<file path="src/rtl/mode_input_router_pkg.sv">
// rtl/mode_input_router_pkg.sv - shared mode indices, characters and timing defaults
package mode_input_router_pkg;

  localparam int MODE_WATCH     = 0;
  localparam int MODE_SET       = 1;
  localparam int MODE_ALARM     = 2;
  localparam int MODE_STOPWATCH = 3;

  localparam logic [7:0] CHAR_SPACE = 8'h20;

  // 10 ms debounce and 1 s long-press at a 50 MHz clock
  localparam int DEF_DEB_CYCLES  = 500000;
  localparam int DEF_LONG_CYCLES = 50000000;

endpackage

</file>
<file path="src/rtl/mode_input_router_debounce.sv">
// rtl/mode_input_router_debounce.sv - single-bit synchroniser and debouncer with rise pulse
module sw_debounce
  import mode_input_router_pkg::*;
#(
  parameter int DEB_CYCLES = DEF_DEB_CYCLES
) (
  input  logic clk,
  input  logic rst,
  input  logic raw,
  output logic level,
  output logic rise
);

  localparam int CNT_W = $clog2(DEB_CYCLES + 1);

  logic             sync_a;
  logic             sync_b;
  logic [CNT_W-1:0] cnt;

  // two-flop synchroniser for the asynchronous raw input
  always_ff @(posedge clk or posedge rst) begin
    if (rst) begin
      sync_a <= 1'b0;
      sync_b <= 1'b0;
    end else begin
      sync_a <= raw;
      sync_b <= sync_a;
    end
  end

  // accept a new level only after DEB_CYCLES consecutive differing samples
  always_ff @(posedge clk or posedge rst) begin
    if (rst) begin
      cnt   <= '0;
      level <= 1'b0;
      rise  <= 1'b0;
    end else begin
      rise <= 1'b0;
      if (sync_b == level) begin
        cnt <= '0;
      end else if (cnt == CNT_W'(DEB_CYCLES - 1)) begin
        level <= sync_b;
        rise  <= sync_b;
        cnt   <= '0;
      end else begin
        cnt <= cnt + CNT_W'(1);
      end
    end
  end

endmodule

</file>
<file path="src/rtl/mode_input_router.sv">
// rtl/mode_input_router.sv - debounced mode select with per-mode switch press/long-press routing
module mode_input_router
  import mode_input_router_pkg::*;
#(
  parameter int  N_MODES     = 4,
  parameter int  N_SW        = 4,
  parameter int  DEB_CYCLES  = DEF_DEB_CYCLES,
  parameter int  LONG_CYCLES = DEF_LONG_CYCLES,
  parameter int  CHAR_W      = 8,
  localparam int MODE_W      = $clog2(N_MODES)
) (
  input  logic                      clk,
  input  logic                      rst,
  input  logic [N_MODES-1:0]        mode_sel_in,
  input  logic [N_SW-1:0]           sw_in,
  input  logic [N_MODES*CHAR_W-1:0] char_in,
  output logic [N_SW-1:0]           sw_level,
  output logic [N_MODES*N_SW-1:0]   sw_press,
  output logic [N_MODES*N_SW-1:0]   sw_long,
  output logic [MODE_W-1:0]         mode,
  output logic                      mode_changed,
  output logic                      lockout,
  output logic [CHAR_W-1:0]         data_char
);

  localparam int HOLD_W = $clog2(LONG_CYCLES + 1);

  logic [N_SW-1:0]    sw_rise;
  logic [N_MODES-1:0] dip_level;
  logic [N_MODES-1:0] dip_rise_unused;
  logic [MODE_W-1:0]  sel_mode;
  logic               lock_q;
  logic [HOLD_W-1:0]  hold_cnt [N_SW];
  logic [N_SW-1:0]    long_hit;

  for (genvar i = 0; i < N_SW; i++) begin : g_sw_deb
    sw_debounce #(.DEB_CYCLES(DEB_CYCLES)) u_deb (
      .clk   (clk),
      .rst   (rst),
      .raw   (sw_in[i]),
      .level (sw_level[i]),
      .rise  (sw_rise[i])
    );
  end

  for (genvar i = 0; i < N_MODES; i++) begin : g_dip_deb
    sw_debounce #(.DEB_CYCLES(DEB_CYCLES)) u_deb (
      .clk   (clk),
      .rst   (rst),
      .raw   (mode_sel_in[i]),
      .level (dip_level[i]),
      .rise  (dip_rise_unused[i])
    );
  end

  // lowest-index set DIP bit picks the mode; nothing set falls back to the watch mode
  always_comb begin
    sel_mode = MODE_W'(MODE_WATCH);
    for (int m = N_MODES - 1; m >= 0; m--) begin
      if (dip_level[m]) sel_mode = MODE_W'(m);
    end
  end

  // held buttons at a mode change keep routing off until every switch is released
  assign lockout = (lock_q | mode_changed) & (|sw_level);

  // register the selected mode, flag changes and remember an active lockout
  always_ff @(posedge clk or posedge rst) begin
    if (rst) begin
      mode         <= '0;
      mode_changed <= 1'b0;
      lock_q       <= 1'b0;
    end else begin
      mode         <= sel_mode;
      mode_changed <= (sel_mode != mode);
      lock_q       <= lockout;
    end
  end

  // per-switch hold timers; a hit fires once when the hold reaches LONG_CYCLES
  always_ff @(posedge clk or posedge rst) begin
    if (rst) begin
      for (int s = 0; s < N_SW; s++) hold_cnt[s] <= '0;
      long_hit <= '0;
    end else begin
      for (int s = 0; s < N_SW; s++) begin
        if (sw_level[s] && !lockout) begin
          if (hold_cnt[s] != HOLD_W'(LONG_CYCLES)) hold_cnt[s] <= hold_cnt[s] + HOLD_W'(1);
          long_hit[s] <= (hold_cnt[s] == HOLD_W'(LONG_CYCLES - 1));
        end else begin
          hold_cnt[s] <= '0;
          long_hit[s] <= 1'b0;
        end
      end
    end
  end

  // steer press and long-press pulses to the active mode's channel only
  always_comb begin
    sw_press = '0;
    sw_long  = '0;
    for (int m = 0; m < N_MODES; m++) begin
      if (mode == MODE_W'(m) && !lockout) begin
        sw_press[m*N_SW +: N_SW] = sw_rise;
        sw_long[m*N_SW +: N_SW]  = long_hit;
      end
    end
  end

  // shared LCD bus carries the active mode's character
  always_comb begin
    data_char = CHAR_W'(CHAR_SPACE);
    for (int m = 0; m < N_MODES; m++) begin
      if (mode == MODE_W'(m)) data_char = char_in[m*CHAR_W +: CHAR_W];
    end
  end

endmodule

</file>
<file path="config.mk">
export PLATFORM = sky130hd
export DESIGN_NAME = mode_input_router
export DESIGN_NICKNAME = d
export VERILOG_FILES = /design/src/rtl/mode_input_router_pkg.sv /design/src/rtl/mode_input_router_debounce.sv /design/src/rtl/mode_input_router.sv
export SDC_FILE = /design/constraint.sdc
export NUM_CORES = 1
export LEC_CHECK = 0
export ABC_AREA = 1
export ABC_CLOCK_PERIOD_IN_PS = 23400
export CORE_MARGIN = 5
export CORE_UTILIZATION = 49
export DETAILED_ROUTE_END_ITERATION = 10
export GPL_TIMING_DRIVEN = 0
export HOLD_SLACK_MARGIN = 0.03
export PLACE_DENSITY = 0.79
export SLEW_MARGIN = 20
export SYNTH_ARGS = -nofsm -noshare
export SYNTH_HDL_FRONTEND = slang
export SYNTH_SLANG_ARGS = --single-unit
</file>
<file path="constraint.sdc">
create_clock -name clk -period 23.4 [get_ports clk]
set_clock_uncertainty 0.05 [all_clocks]
set_input_delay 4.68 -clock clk [delete_from_list [all_inputs] [get_ports clk]]
set_output_delay 4.68 -clock clk [all_outputs]
set_load 0.02 [all_outputs]
</file>
After elaboration in Yosys (flattened, before gate mapping)
Cells that the tools add are included.

Register bits: 292. Bits of input ports: 42. Output and inout bits: 48. Word-level logic and storage cells: 169.

$add $sub $neg: 12. Equal/unequal tests: 32. Muxes and demuxes: 52. Bitwise operators: 10. Reductions and logical operators: 19.

Operator list (count): $mux 19 (16); $mux 26 (8); $add 19x1->19 const B (8); $eq 19x19->1 const B (8); $add 26x1->26 const B (4); $eq 26x26->1 const B (4); $ne 26x26->1 const B (4); $mux 4 (8); $mux 8 (4); $reduce_and 2->1 (8); $mux 1 (12); $eq 1x1->1 (8); $logic_and 1x1->1 (8); $mux 2 (4); $ne 2x1->1 const B (4); $not 1->1 (8); $eq 2x2->1 const B (2); $reduce_or 4->1 (1); $eq 2x1->1 const B (1); $logic_not 2->1 (1); $ne 2x2->1 (1); $and 1x1->1 (1); $logic_not 1->1 (1); $or 1x1->1 (1).

Longest topological paths before layout
Gate-level depths: netlist (run 1).

Depth in word-level cells: 5. Gate-level depth with buffers: 9. Mapped depth without buffers: 9.

Hierarchy
Synthesis (run 1) repeated with hierarchy kept, for this count alone.

Cell total of the unflattened synthesis: 2354. Area total of the unflattened synthesis: 17669.4 µm².

Modules (own cells, without submodules): sw_debounce (times used 8, cells each 157, area an instance 1302.5 µm², sequential area each 575.6 µm²); mode_input_router (times used 1, cells each 1098, area an instance 7249.5 µm², sequential area each 2802.7 µm²).

Worst setup path before layout (run 1)
No wires, ideal clock.

Path type: input-to-output. From: input port char_in[21]. To: output port data_char[5]. Data arrival time: 5071 ps. Data required time: 18670 ps. Setup slack: 13599 ps. Stages on the path: 4. Path buffers: 0. Path through: a22oi_1 > nand2_1 > o21ai_0 > inv_1.

Cells in the longest elaborated chain, start to end: 2.

RTL lines: start, declared (line mode_input_router.sv:16) `input logic [N_MODES*CHAR_W-1:0] char_in,`; $mux 8 (2 in a row) (line mode_input_router.sv:114) `if (mode == MODE_W'(m)) data_char = char_in[m*CHAR_W +: CHAR_W];`; end, declared (line mode_input_router.sv:23) `output logic [CHAR_W-1:0] data_char`.

No other way between the ends.

Final worst setup path (run 1)
Same ends and word-level chain as after synthesis.

==> qor.yml, run 1 <==
run_status: "finished, final reports clean"
grt_max_degree: 100
cts-buffers-inserted: 34
grt_pass1_wl_um: 66100
grt_usage: 0.202
top_regs: "hold_cnt (104), g_dip_deb.u_deb.cnt (76), g_sw_deb.u_deb.cnt (76)"
yosysUniqueCellTypes: 37
hpwl_um: 28100
coreArea_sq_um: 33400
cp_num_buf_inv: 3
drt-initial-drc-count: 1031
num_rows: 67
path_clk_slew_ps: 60
holdBufCountCts: 0
dieArea_sq_um: 37500
hold_class: "reg2reg"
endpoint_kind: "output port"
max_stage_delay_ps: 600
reg2reg_slack_ps: 21370
synth-main-ff-cell: "dfrtp_1"
slew-limit-headroom: 0.366
setup-violations-final: 0
dp_cells: 2901
ys_async_sr_fraction: 1.00
antenna_found_initial: 1
insertedDiodeCount: 0
reg2reg_depth: 8
dieHeight_um: 194
synth_seq_cells: 292
vias: 15000
fin_crit_sh: 0.461
cts_buffer_depth: 3
start_util: 0.495
fin_nets: 2547
drcViolationCount: 0
clk-insertion-delay-late_ps: 520
portBuffers: 89
largest_reg_flops: 104
regMostFlops: "hold_cnt"
path_class: "in2out"
crit_top_cell: "clkdlybuf4s50_1"
drv_slew: 0
syn_area_sq_um: 16500
cp.required_ps: 18670
drv_cap: 0
hold_violations: 0
grt-ovfl-total: 0
synth-edff-count: 0
layout_common_cells: "nor2_1, nand2_1, dfrtp_1, inv_1, nand3_1"
drive_above_1_share: 0.0474
reg2reg_to: "long_hit[1]$_DFF_PP0_"
tightestPinTransition_ps: 948
min_period_ps: 10800
worstHoldStart: "g_dip_deb[0].u_deb.sync_a$_DFF_PP0_"
cp.arrival_ps: 6070
hold_path_end: "g_dip_deb[0].u_deb.sync_b$_DFF_PP0_"
yosysSeqAreaShare: 0.442
wl_per_cell_um: 12.8
synthesis.instances: 2361
crit_path_max_fanout: 1
peakVddDrop_mv: 0.0576
finalSetupTns_ps: 0
grt_pass1_vias: 14400
cp_top_family: "buffers and inverters"
total_power_uw: 1110
avgSynthCellArea_sq_um: 7.00
post_cts_buffers: 0
crit_path_start_kind: "primary input"
cts.sinks: 292
syn2layout_area_growth_pct: 16.6
synth_nets: 2419
final_util: 0.577
antenna_left: 0
htree_levels: 2
critPathSlowestCell: "clkdlybuf4s50_1"
dr.pass1.iters: 5
stdcell_count: 2959
io_pins: 90
holdPathStages: 0
cts-root-buf: "clkbuf_16"
power-per-cell-area_nw_per_um2: 57.8
crit_chain: "clkdlybuf4s50_1 -> a22oi_1 -> nand2_1 -> o21ai_0 -> inv_1 -> clkdlybuf4s50_1"
ctsResizeCount: 0
die_x_um: 194
tritoncts: "built"
fmax_ghz: 0.0926
gp_congestion: 0.931
viasPerCell: 5.07
routed_wl_um: 37800
crit-reg2reg-launch: "g_sw_deb[0].u_deb.level$_DFFE_PP0P_"
leakagePower_uw: 0.00818
yosys_warnings: 0
layout_commonest_cell: "nor2_1"
rsz0062_at_grt: "false"
-- per-stage QoR --
| stage | area, sq um | setup slack (ps) | hold slack (ps) |
|---|---|---|---|
| global placement | 18000 | 6990 | 284 |
| global route | 19300 | 12540 | 311 |
| floorplan | 16500 | 10610 | 281 |
| CTS | 19300 | 12600 | 298 |
| finish | 19300 | 12600 | 296 |
| detailed placement | 18100 | 12600 | 285 |
-- cells in the mapped netlist, drive strengths merged (6+ instances only) --
library cell  instances  area [sq um]
a211oi                7          52.6
a21oi                71           359
and2                 11          68.8
buf                  13           105
dfrtp               292          7310
ha                   16           200
inv                 285          1070
nand2               584          2230
nand3               182           931
nand3b                6          45.0
nand4                39           244
nor2                658          2570
nor3                 39           205
nor3b                10          75.1
o21ai                55           275
xnor2                19           166
xor2                 60           526
-- worst max-delay path by stage --
stage | start | endpoint | slack (ps) | cells after the start
after detailed placement | char_in[21] | data_char[5] | 12600 | 6
final | char_in[21] | data_char[5] | 12600 | 6
after global routing | char_in[21] | data_char[5] | 12540 | 6
after CTS | char_in[21] | data_char[5] | 12600 | 6
after floorplan | rst | g_dip_deb[0].u_deb.cnt[0]$_DFF_PP0_ | 10610 | 1
after global placement | rst | hold_cnt[48]$_DFFE_PP0P_ | 6990 | 2
-- where the power goes --
part | switching [uW] | internal (uW) | leakage, uW | total [uW]
registers | 3.52 | 510 | 0.00402 | 513
logic | 21.5 | 13.4 | 0.00357 | 34.9
clock network | 210 | 355 | 0.000585 | 565
total | 235 | 878 | 0.00818 | 1110
-- cells by family (layout without fill, tap and decap cells) --
family | after synthesis | count (layout) | share of synthesized area
DFF | 292 | 292 | 0.442
AOI/OAI and AO/OA | 137 | 137 | 0.0433
xor gates and xnor gates | 79 | 79 | 0.0419
and+or+nand+nor | 1536 | 1536 | 0.388
adders and majority gates | 16 | 16 | 0.0121
buffers and inverters | 301 | 451 | 0.0718
-- layout make-up --
type	instances	area, sq um
Clock inverter	13	206
Buffer	16	116
Multi-Input combinational cell	1768	8020
Clock buffer	45	996
Sequential cell	292	7310
Inverter	285	1080
Tap cell	448	561
Timing Repair Buffer	92	973
Fill cell	3035	14100
-- layer usage --
| metal | global-route usage | share of wire | vias to the layer above | wire length, um |
|---|---|---|---|---|
| li1 | - | - | 7620 | - |
| met1 | 0.269 | 0.46 | 6975 | 17300 |
| met2 | 0.342 | 0.47 | 353 | 17900 |
| met3 | 0.0324 | 0.049 | 66 | 1850 |
| met4 | 0.0580 | 0.020 | 2 | 775 |
| met5 | 0 | 0.00053 | - | 20 |
Power figures use the tool's default switching activity.
==> run 2: changes to the inputs <==
--- a/config.mk
+++ b/config.mk
@@ -6,7 +6,7 @@
 export NUM_CORES = 1
 export LEC_CHECK = 0
 export ABC_AREA = 1
-export ABC_CLOCK_PERIOD_IN_PS = 23400
+export ABC_CLOCK_PERIOD_IN_PS = 10500
 export CORE_MARGIN = 5
 export CORE_UTILIZATION = 49
 export DETAILED_ROUTE_END_ITERATION = 10
==> constraint.sdc (replaced) <==
create_clock -name clk -period 10.5 [get_ports clk]
set_clock_uncertainty 0.05 [all_clocks]
set_input_delay 2.1 -clock clk [delete_from_list [all_inputs] [get_ports clk]]
set_output_delay 2.1 -clock clk [all_outputs]
set_load 0.02 [all_outputs]
==> results of run 2 <==
The final DEF is identical to that of run 1. Status: finished, final reports clean.
Main changes from that run: setup slack after placement 12600 ps -> 4860 ps; setup slack after layout 12600 ps -> 4860 ps; register-to-register setup slack 21370 ps -> 8470 ps; total power 1110 uW -> 2480 uW; worst IR drop on VDD 0.0576 mV -> 0.128 mV
